### config.mk
export PLATFORM = sky130hd
export DESIGN_NAME = quant_ctrl
export DESIGN_NICKNAME = d
export VERILOG_FILES = /design/src/rtl/quant_pkg.sv /design/src/rtl/quant_cnt_mod.sv /design/src/rtl/quant_ctrl.sv
export SDC_FILE = /design/constraint.sdc
export NUM_CORES = 1
export LEC_CHECK = 0
export CORE_MARGIN = 2
export CORE_UTILIZATION = 40
export CTS_BUF_LIST = sky130_fd_sc_hd__clkbuf_16
export DETAILED_ROUTE_END_ITERATION = 16
export GPL_TIMING_DRIVEN = 1
export PLACE_DENSITY = 0.6
export SLEW_MARGIN = 20
export SYNTH_ARGS = -nofsm -noshare
export SYNTH_HDL_FRONTEND = slang
export SYNTH_SLANG_ARGS = --single-unit
### constraint.sdc
create_clock -name i_clk -period 2.24 [get_ports i_clk]
set_clock_uncertainty 0.1 [all_clocks]
set_input_delay 0.224 -clock i_clk [delete_from_list [all_inputs] [get_ports i_clk]]
set_output_delay 0.224 -clock i_clk [all_outputs]
set_load 0.02 [all_outputs]
### src/rtl/quant_pkg.sv
// Shared definitions for the VSQ quantize controller and the quantize engine.
// Holds the tile geometry, the default tile-count width and the FSM encoding.
package quant_pkg;

  localparam int Q_ROWS = 64;
  localparam int Q_TW   = 8;
  localparam int Q_AW   = $clog2(Q_ROWS);

  typedef enum logic [2:0] {
    ST_IDLE,
    ST_FILL,
    ST_KICK,
    ST_DRAIN,
    ST_DONE
  } q_state_e;

endpackage

### src/rtl/quant_cnt_mod.sv
// Modulo up-counter shared by the row-fill and drain sequencing.
// Holds at 0 while cleared; rolls over to 0 after MAX.
module quant_cnt_mod #(
  parameter int W   = 6,
  parameter int MAX = 63
) (
  input  logic         i_clk,
  input  logic         i_rst_n,
  input  logic         i_clr,
  input  logic         i_en,
  output logic [W-1:0] o_cnt
);

  always_ff @(posedge i_clk or negedge i_rst_n) begin
    if (!i_rst_n) begin
      o_cnt <= '0;
    end else if (i_clr) begin
      o_cnt <= '0;
    end else if (i_en) begin
      if (o_cnt == W'(MAX))
        o_cnt <= '0;
      else
        o_cnt <= o_cnt + 1'b1;
    end
  end

endmodule

### src/rtl/quant_ctrl.sv
// Job sequencer for VSQ quantization: fills one tile of rows into the buffer,
// kicks the quantize engine, waits for its output rows, repeats per tile.
module quant_ctrl
  import quant_pkg::*;
#(
  parameter int ROWS = Q_ROWS,
  parameter int TW   = Q_TW
) (
  input  logic            i_clk,
  input  logic            i_rst_n,
  input  logic            i_cfg_valid,
  input  logic [TW-1:0]   i_cfg_tiles,
  output logic            o_cfg_ready,
  input  logic            i_row_valid,
  output logic            o_row_ready,
  output logic            o_row_fire,
  output logic            o_buf_we,
  output logic [Q_AW-1:0] o_buf_waddr,
  output logic            o_q_start,
  input  logic            i_q_ram_we,
  output logic            o_busy,
  output logic            o_done,
  output logic [TW-1:0]   o_tile_cnt,
  output logic            o_err
);

  localparam int CW = $clog2(ROWS);

  q_state_e      state;
  logic [TW-1:0] tiles_q;
  logic [CW-1:0] row_cnt;
  logic [CW-1:0] drn_cnt;
  logic          cfg_fire;
  logic          drn_en;
  logic          row_last;
  logic          drn_last;
  logic          stray;

  assign o_cfg_ready = (state == ST_IDLE);
  assign o_row_ready = (state == ST_FILL);
  assign o_row_fire  = i_row_valid && o_row_ready;
  assign o_buf_we    = o_row_fire;
  assign o_buf_waddr = Q_AW'(row_cnt);
  assign o_q_start   = (state == ST_KICK);
  assign o_done      = (state == ST_DONE);
  assign o_busy      = (state != ST_IDLE);

  assign cfg_fire = i_cfg_valid && o_cfg_ready;
  assign drn_en   = i_q_ram_we && (state == ST_DRAIN);
  assign stray    = i_q_ram_we && (state != ST_DRAIN);
  assign row_last = o_row_fire && (row_cnt == CW'(ROWS - 1));
  assign drn_last = drn_en && (drn_cnt == CW'(ROWS - 1));

  // Counters sit at 0 outside their state, so each entry starts fresh.
  quant_cnt_mod #(.W(CW), .MAX(ROWS - 1)) u_row_cnt (
    .i_clk   (i_clk),
    .i_rst_n (i_rst_n),
    .i_clr   (state != ST_FILL),
    .i_en    (o_row_fire),
    .o_cnt   (row_cnt)
  );

  quant_cnt_mod #(.W(CW), .MAX(ROWS - 1)) u_drn_cnt (
    .i_clk   (i_clk),
    .i_rst_n (i_rst_n),
    .i_clr   (state != ST_DRAIN),
    .i_en    (drn_en),
    .o_cnt   (drn_cnt)
  );

  always_ff @(posedge i_clk or negedge i_rst_n) begin
    if (!i_rst_n) begin
      state      <= ST_IDLE;
      tiles_q    <= '0;
      o_tile_cnt <= '0;
      o_err      <= 1'b0;
    end else begin
      if (cfg_fire)
        o_err <= 1'b0;
      if (stray)
        o_err <= 1'b1;
      unique case (state)
        ST_IDLE: begin
          if (cfg_fire) begin
            tiles_q    <= i_cfg_tiles;
            o_tile_cnt <= '0;
            state      <= (i_cfg_tiles != '0) ? ST_FILL : ST_DONE;
          end
        end
        ST_FILL: begin
          if (row_last)
            state <= ST_KICK;
        end
        ST_KICK: begin
          state <= ST_DRAIN;
        end
        ST_DRAIN: begin
          if (drn_last) begin
            o_tile_cnt <= o_tile_cnt + TW'(1);
            if ((o_tile_cnt + TW'(1)) == tiles_q)
              state <= ST_DONE;
            else
              state <= ST_FILL;
          end
        end
        ST_DONE: begin
          state <= ST_IDLE;
        end
        default: begin
          state <= ST_IDLE;
        end
      endcase
    end
  end

endmodule

==> metrics.txt, run 1 <==
die area=between 5000 and 6000 sq um; Setup crit start kind=flop; Mapped Area=roughly 1800 sq um; delay-heaviest family, CP=buffers and inverters; Post-DRT Antenna Nets=0; CP Launch Point=state[1]$_DFFE_PN0P_; CTS tree=yes; Rel. slew slack=0.6999; top post-synthesis cells by area=dfrtp_1 44%, nor2_1 4.5%, o21ai_0 4.4%, mux2_2 4.3%, xor2_1 3.8%; CP max FO=8; Vias=between 1500 and 2000; Routed WL=approximately 4400 um; ys async rst share=1.000; Layout Cells excl Fill=about 290; Setup crit end kind=output pin; area share of the largest cell type after synthesis=0.4384; CP Buf/Inv Count=2; Core ar.=about 4400 sq um; Final Util=0.5417; most common cell after layout, fill and taps aside=clkdlybuf4s50_1; clock buffers created by TritonCTS=5; most frequent cells in the layout=32 x clkdlybuf4s50_1, 31 x dfrtp_1, 21 x nor2_1, 16 x o21ai_0, 13 x nand2_1; Post-Syn Nets=around 210; Setup TNS=0 ns; FMAX=about 470 MHz; max_cap viols=0; Crit Reg-Reg Endpoint=state[2]$_DFFE_PN0P_; syn_area_per_cell=9.368 sq um; worst-margin pin slew=around 0.45 ns; Synth warnings=0; largest net degree at the start of global routing=33; multi-input gate area in the final layout=954.7 sq um; initial core utilization=0.4167; reg2reg setup slack=between 0.2 and 0.25 ns; FF-to-FF Start=o_tile_cnt[0]$_DFFE_PN0P_; share of cells above drive strength 1=0.1368; drt first-iter violations=92; post-synthesis cell count=195; GRT overflow=0; # diodes=0; routability cong.=0.8214; Power per Cell Area=between 700 and 800 nW/um^2; WL per Instance=between 15 and 20 um; crit path kind=flop to output pin; slowest cell on the critical path=clkdlybuf4s50_1; fin crit period=2.147 ns; nets@finish=roughly 250; number of instances in the placed design=about 280; critical path's largest stage delay=0.59 ns; port buffer count=34; Die W=about 72 um; Final Max Slew Viols=0; GRT Total Usage=0.1942; dpl cell area=about 2200 sq um; hold buffers post-CTS=0; sequential cell area=between 800 and 900 sq um; Vias/cell=5.521; most common flop cell mapped by yosys=dfrtp_1; H-tree lvl count=2; sequential share of the synthesized area=0.4384; Setup Buffers After CTS=0; Hold WC Path Type=primary input to asynchronous set/reset pin; Layout fillers=between 300 and 400; First-pass DRT Iterations=4; Skew-Pair Late Insertion Delay=approximately 0.28 ns; worst path required time=between 1.5 and 2 ns; Yosys reg bits=32; EDFF count, synth=0; post-synthesis cell type count=46; DP HPWL=between 3000 and 4000 um; Hold Fails Final Rpt=0; worst hold margin=approximately 0.25 ns; # DRC=0; RSZ-0062 raised after global routing=no; Tcrit/Tclk final=0.9583; first-pass GRT wire length=between 7000 and 8000 um; WP data arrival=1.82 ns; Final Cell Area=2375 sq um; Leakage=slightly above 0.001 uW; vias in the first global route=around 1700; P&R area growth vs syn=30.00%; final setup fails=0; io pins=35; Max Root-Sink Buffers=2; clock-pin slew on the worst setup and hold paths=around 0.05 ns; critical-path cell list=nand2b_1 -> or2_2 -> inv_1 -> clkdlybuf4s50_1; Sink Count=32; initial antenna violation count=0; worst reg2reg path depth=7; Die Span Y=roughly 72 um; Peak VDD IR=between 0.0003 and 0.0004 V; area leader, netlist=dfrtp_1; Core Rows=24; status=completed; clock root cell=clkbuf_16
## through the flow
step	setup slack, ns	power, uW
after detailed placement	0.2250	1114
after global routing	0.01510	1821
final	0.09347	1735
after global placement	0.2931	1108
after CTS	0.03652	1751
after floorplan	0.1769	927.0
## layout make-up
| type | count | area share |
|---|---|---|
| well taps | 52 | 0.02740 |
| multi-input cells | 146 | 0.4020 |
| clock buffers | 5 | 0.05269 |
| inverters | 7 | 0.01106 |
| clock inverters | 3 | 0.004742 |
| flip-flops and latches | 32 | 0.3377 |
| repair buffers | 41 | 0.1644 |
## synth_stat cells, types with 2 or more instances
library cell   n
o21ai_0       16
nor4_1         2
and2_1         3
dfrtp_1       32
xnor2_1        7
nand2_1       13
o21ai_1        4
clkbuf_1       5
nand3_1        9
mux2i_1        2
xor2_1         8
o22ai_1        2
nor3_1         7
inv_1          7
a21oi_1        6
buf_4          2
nor2_1        22
a21o_1         3
mux2_2         7
and3_1         3
nor3b_1        2
or3_1          2
nand4_1        5
ha_1           3
or2_2          2
## kinds of logic after synthesis
kind of cell,after synthesis,synth area share
AND/OR/NAND/NOR,81,0.2452
AO/OA/AOI/OAI,38,0.1254
multiplexers,9,0.05411
buffers and inverters,17,0.04452
adder cells (fa/ha/maj),3,0.02055
XOR/XNOR,15,0.07192
flip-flops,32,0.4384
## metal layers
| layer | share of wire | vias up | track usage |
|---|---|---|---|
| li1 | - | 764 | - |
| met1 | 0.46 | 776 | 0.2446 |
| met2 | 0.48 | 30 | 0.3179 |
| met3 | 0.039 | 9 | 0.04782 |
| met4 | 0.019 | 0 | 0.08386 |
| met5 | 0 | - | 0 |
## registers in the layout, indices dropped and copies added, names as in the netlist
signal,flops
o_tile_cnt,8
tiles_q,8
u_drn_cnt.o_cnt,6
u_row_cnt.o_cnt,6
state,3
o_err,1
## where the power goes
part	switching, uW	internal (uW)
Combinational	198	185
Clock	237	399
Sequential	73.8	642
## worst reg2reg max path: stages (launching register included)
cell	delay, ns
dfrtp_1	0.44
ha_2	0.27
and3_1	0.23
nand3_1	0.15
xnor2_1	0.18
nor4_2	0.18
nand4_2	0.15
o41ai_2	0.21
## timing repair
| item | 4_1_cts | 5_1_grt |
|---|---|---|
| cloned | 0 | 0 |
| gates resized for setup | 2 | 4 |
| endpoints found under the setup margin | 2 | 5 |
## worst max path at each step
stage / end / slack, ns / depth (start not counted)
2_1_floorplan: tiles_q[0]$_DFFE_PN0P_ / 0.18 / 5
3_3_place_gp: o_tile_cnt[2]$_DFFE_PN0P_ / 0.29 / 6
3_5_place_dp: state[2]$_DFFE_PN0P_ / 0.22 / 7
4_1_cts: o_cfg_ready / 0.04 / 2
5_1_grt: o_row_ready / 0.02 / 4
6_report: o_row_ready / 0.09 / 4
Power figures use the tool's default switching activity.
==> run 2, diff against run 1 <==
- TNS_END_PERCENT: default -> 1
==> metrics.txt, run 2 (same netlist as run 1, synthesis figures left out) <==
Hold Fails Final Rpt=0; Die Span Y=between 70 and 80 um; drt first-iter violations=92; Leakage=between 0.001 and 0.0015 uW; Core ar.=4384 sq um; Switching Share=0.2931; Logic pwr share=0.221; first-pass GRT wire length=a little under 8000 um; final setup fails=0; fin crit period=roughly 2.2 ns; P_sw=a little over 500 uW; H-tree lvl count=2; Core Rows=24; CP Launch Point=state[2]$_DFFE_PN0P_; Rel. slew slack=0.6999; DP HPWL=roughly 3200 um; Hold WC Path Type=primary input to asynchronous set/reset pin; Layout fillers=between 300 and 400; RSZ-0062 raised after global routing=yes; initial antenna violation count=0; WP data arrival=1.86 ns; Final Max Slew Viols=0; P&R area growth vs syn=29.93%; delay-heaviest family, CP=buffers and inverters; slowest cell on the critical path=clkdlybuf4s50_1; Setup crit start kind=flop; die area=5124 sq um; initial core utilization=0.4167; Post-DRT Antenna Nets=0; WL per Instance=about 15 um; Clk pwr share=0.366; routability cong.=0.8214; clock root cell=clkbuf_16; Setup Buffers After CTS=0; # DRC=0; reg2reg setup slack=~0.24 ns; Setup TNS=0 ns; Seq pwr share=0.413; Setup crit end kind=output pin; clock-pin slew on the worst setup and hold paths=0.05 ns; Peak VDD IR=around 0.00034 V; Die W=71.58 um; GRT Total Usage=0.1942; Vias=approximately 1600; most frequent cells in the layout=32 x clkdlybuf4s50_1, 32 x dfrtp_1, 21 x nor2_1, 16 x o21ai_0, 13 x nand2_1; status=completed; Skew-Pair Late Insertion Delay=roughly 0.28 ns; CTS tree=yes; pre-CTS worst setup slack=approximately 0.22 ns; CP max FO=11; vias in the first global route=about 1700; critical path's largest stage delay=approximately 0.6 ns; Tcrit/Tclk final=0.9756; Max Root-Sink Buffers=2; Routed WL=between 4000 and 5000 um; share of cells above drive strength 1=0.1325; worst path required time=approximately 1.9 ns; Sink Count=32; # diodes=0; final worst slack=between 0.05 and 0.06 ns; Power per Cell Area=between 700 and 800 nW/um^2; nets@finish=roughly 250; worst reg2reg path depth=7; First-pass DRT Iterations=4; critical-path cell list=or2_2 -> inv_1 -> clkdlybuf4s50_1; FMAX=between 400 and 500 MHz; largest net degree at the start of global routing=33; Final Util=0.5414; crit path kind=flop to output pin; CP Buf/Inv Count=2; worst-margin pin slew=0.4501 ns; clock buffers created by TritonCTS=5; port buffer count=34; io pins=35; GRT overflow=0; Largest regs=o_tile_cnt (8), tiles_q (8); Crit Reg-Reg Endpoint=state[2]$_DFFE_PN0P_; max_cap viols=0; Cell Int Power=1226 uW; FF-to-FF Start=o_tile_cnt[0]$_DFFE_PN0P_; Vias/cell=between 5 and 6
run 2: cell types whose count changed in the layout (fill, tap and decap cells not counted):
cell / before / now
dfrtp_1: 31 / 32
dfrtp_2: 1 / 0
run 2: area by class of cell:
class	instances	area (sq um)	area share
Inverter	7	26.28	0.01107
Multi-Input combinational cell	146	954.7	0.4022
Clock inverter	3	11.26	0.004744
Timing Repair Buffer	41	390.4	0.1645
Tap cell	52	65.06	0.02741
Sequential cell	32	800.8	0.3374
Clock buffer	5	125.1	0.05271
run 2: worst max path at each step:
stage | endpoint | slack, ns | cells after the start
floorplan | tiles_q[0]$_DFFE_PN0P_ | 0.18 | 5
global placement | o_tile_cnt[2]$_DFFE_PN0P_ | 0.29 | 6
detailed placement | state[2]$_DFFE_PN0P_ | 0.22 | 7
CTS | o_cfg_ready | 0.04 | 2
global route | o_row_ready | -0.02 | 3
finish | o_row_ready | 0.05 | 3
run 2: per-layer routing:
| layer | global-route usage | vias to the layer above | wire length, um | share of wire |
|---|---|---|---|---|
| met3 | 0.04782 | 9 | 172 | 0.039 |
| li1 | - | 763 | - | - |
| met2 | 0.3179 | 30 | 2121 | 0.48 |
| met4 | 0.08386 | 0 | 82 | 0.019 |
| met1 | 0.2446 | 782 | 2019 | 0.46 |
| met5 | 0 | - | 0 | 0 |
run 2: power groups by stage:
| stage | clock network [uW] | logic [uW] | registers [uW] |
|---|---|---|---|
| 6_report | 636 | 383 | 716 |
| 5_1_grt | 674 | 419 | 728 |
| 4_1_cts | 647 | 387 | 717 |
| 3_5_place_dp | 0 | 388 | 726 |
| 3_3_place_gp | 0 | 387 | 722 |
| 2_1_floorplan | 0 | 155 | 772 |
run 2: worst register-to-register path: stages, from the launching register on:
cell and delay [ns]:
dfrtp_1 0.44, ha_2 0.27, and3_1 0.23, nand3_1 0.15
xnor2_1 0.18, nor4_2 0.18, nand4_2 0.15, o41ai_2 0.21
run 2: timing repair:
| item | 4_1_cts | 5_1_grt |
|---|---|---|
| setup endpoints to repair | 2 | 5 |
| pin swaps | 0 | 0 |
| endpoints found under the hold margin | 0 | 0 |
| hold buffers | 0 | 0 |
| gates resized for setup | 2 | 3 |
run 2: metrics by stage:
stage | hold WS [ns] | instances | area [sq um] | total power, uW
after global placement | 0.3726 | 278 | 2230 | 1108
final | 0.2511 | 286 | 2374 | 1735
after detailed placement | 0.4073 | 278 | 2230 | 1114
after CTS | 0.2786 | 286 | 2364 | 1751
after global routing | 0.3204 | 286 | 2374 | 1821
after floorplan | -0.1716 | 195 | 1827 | 927.0
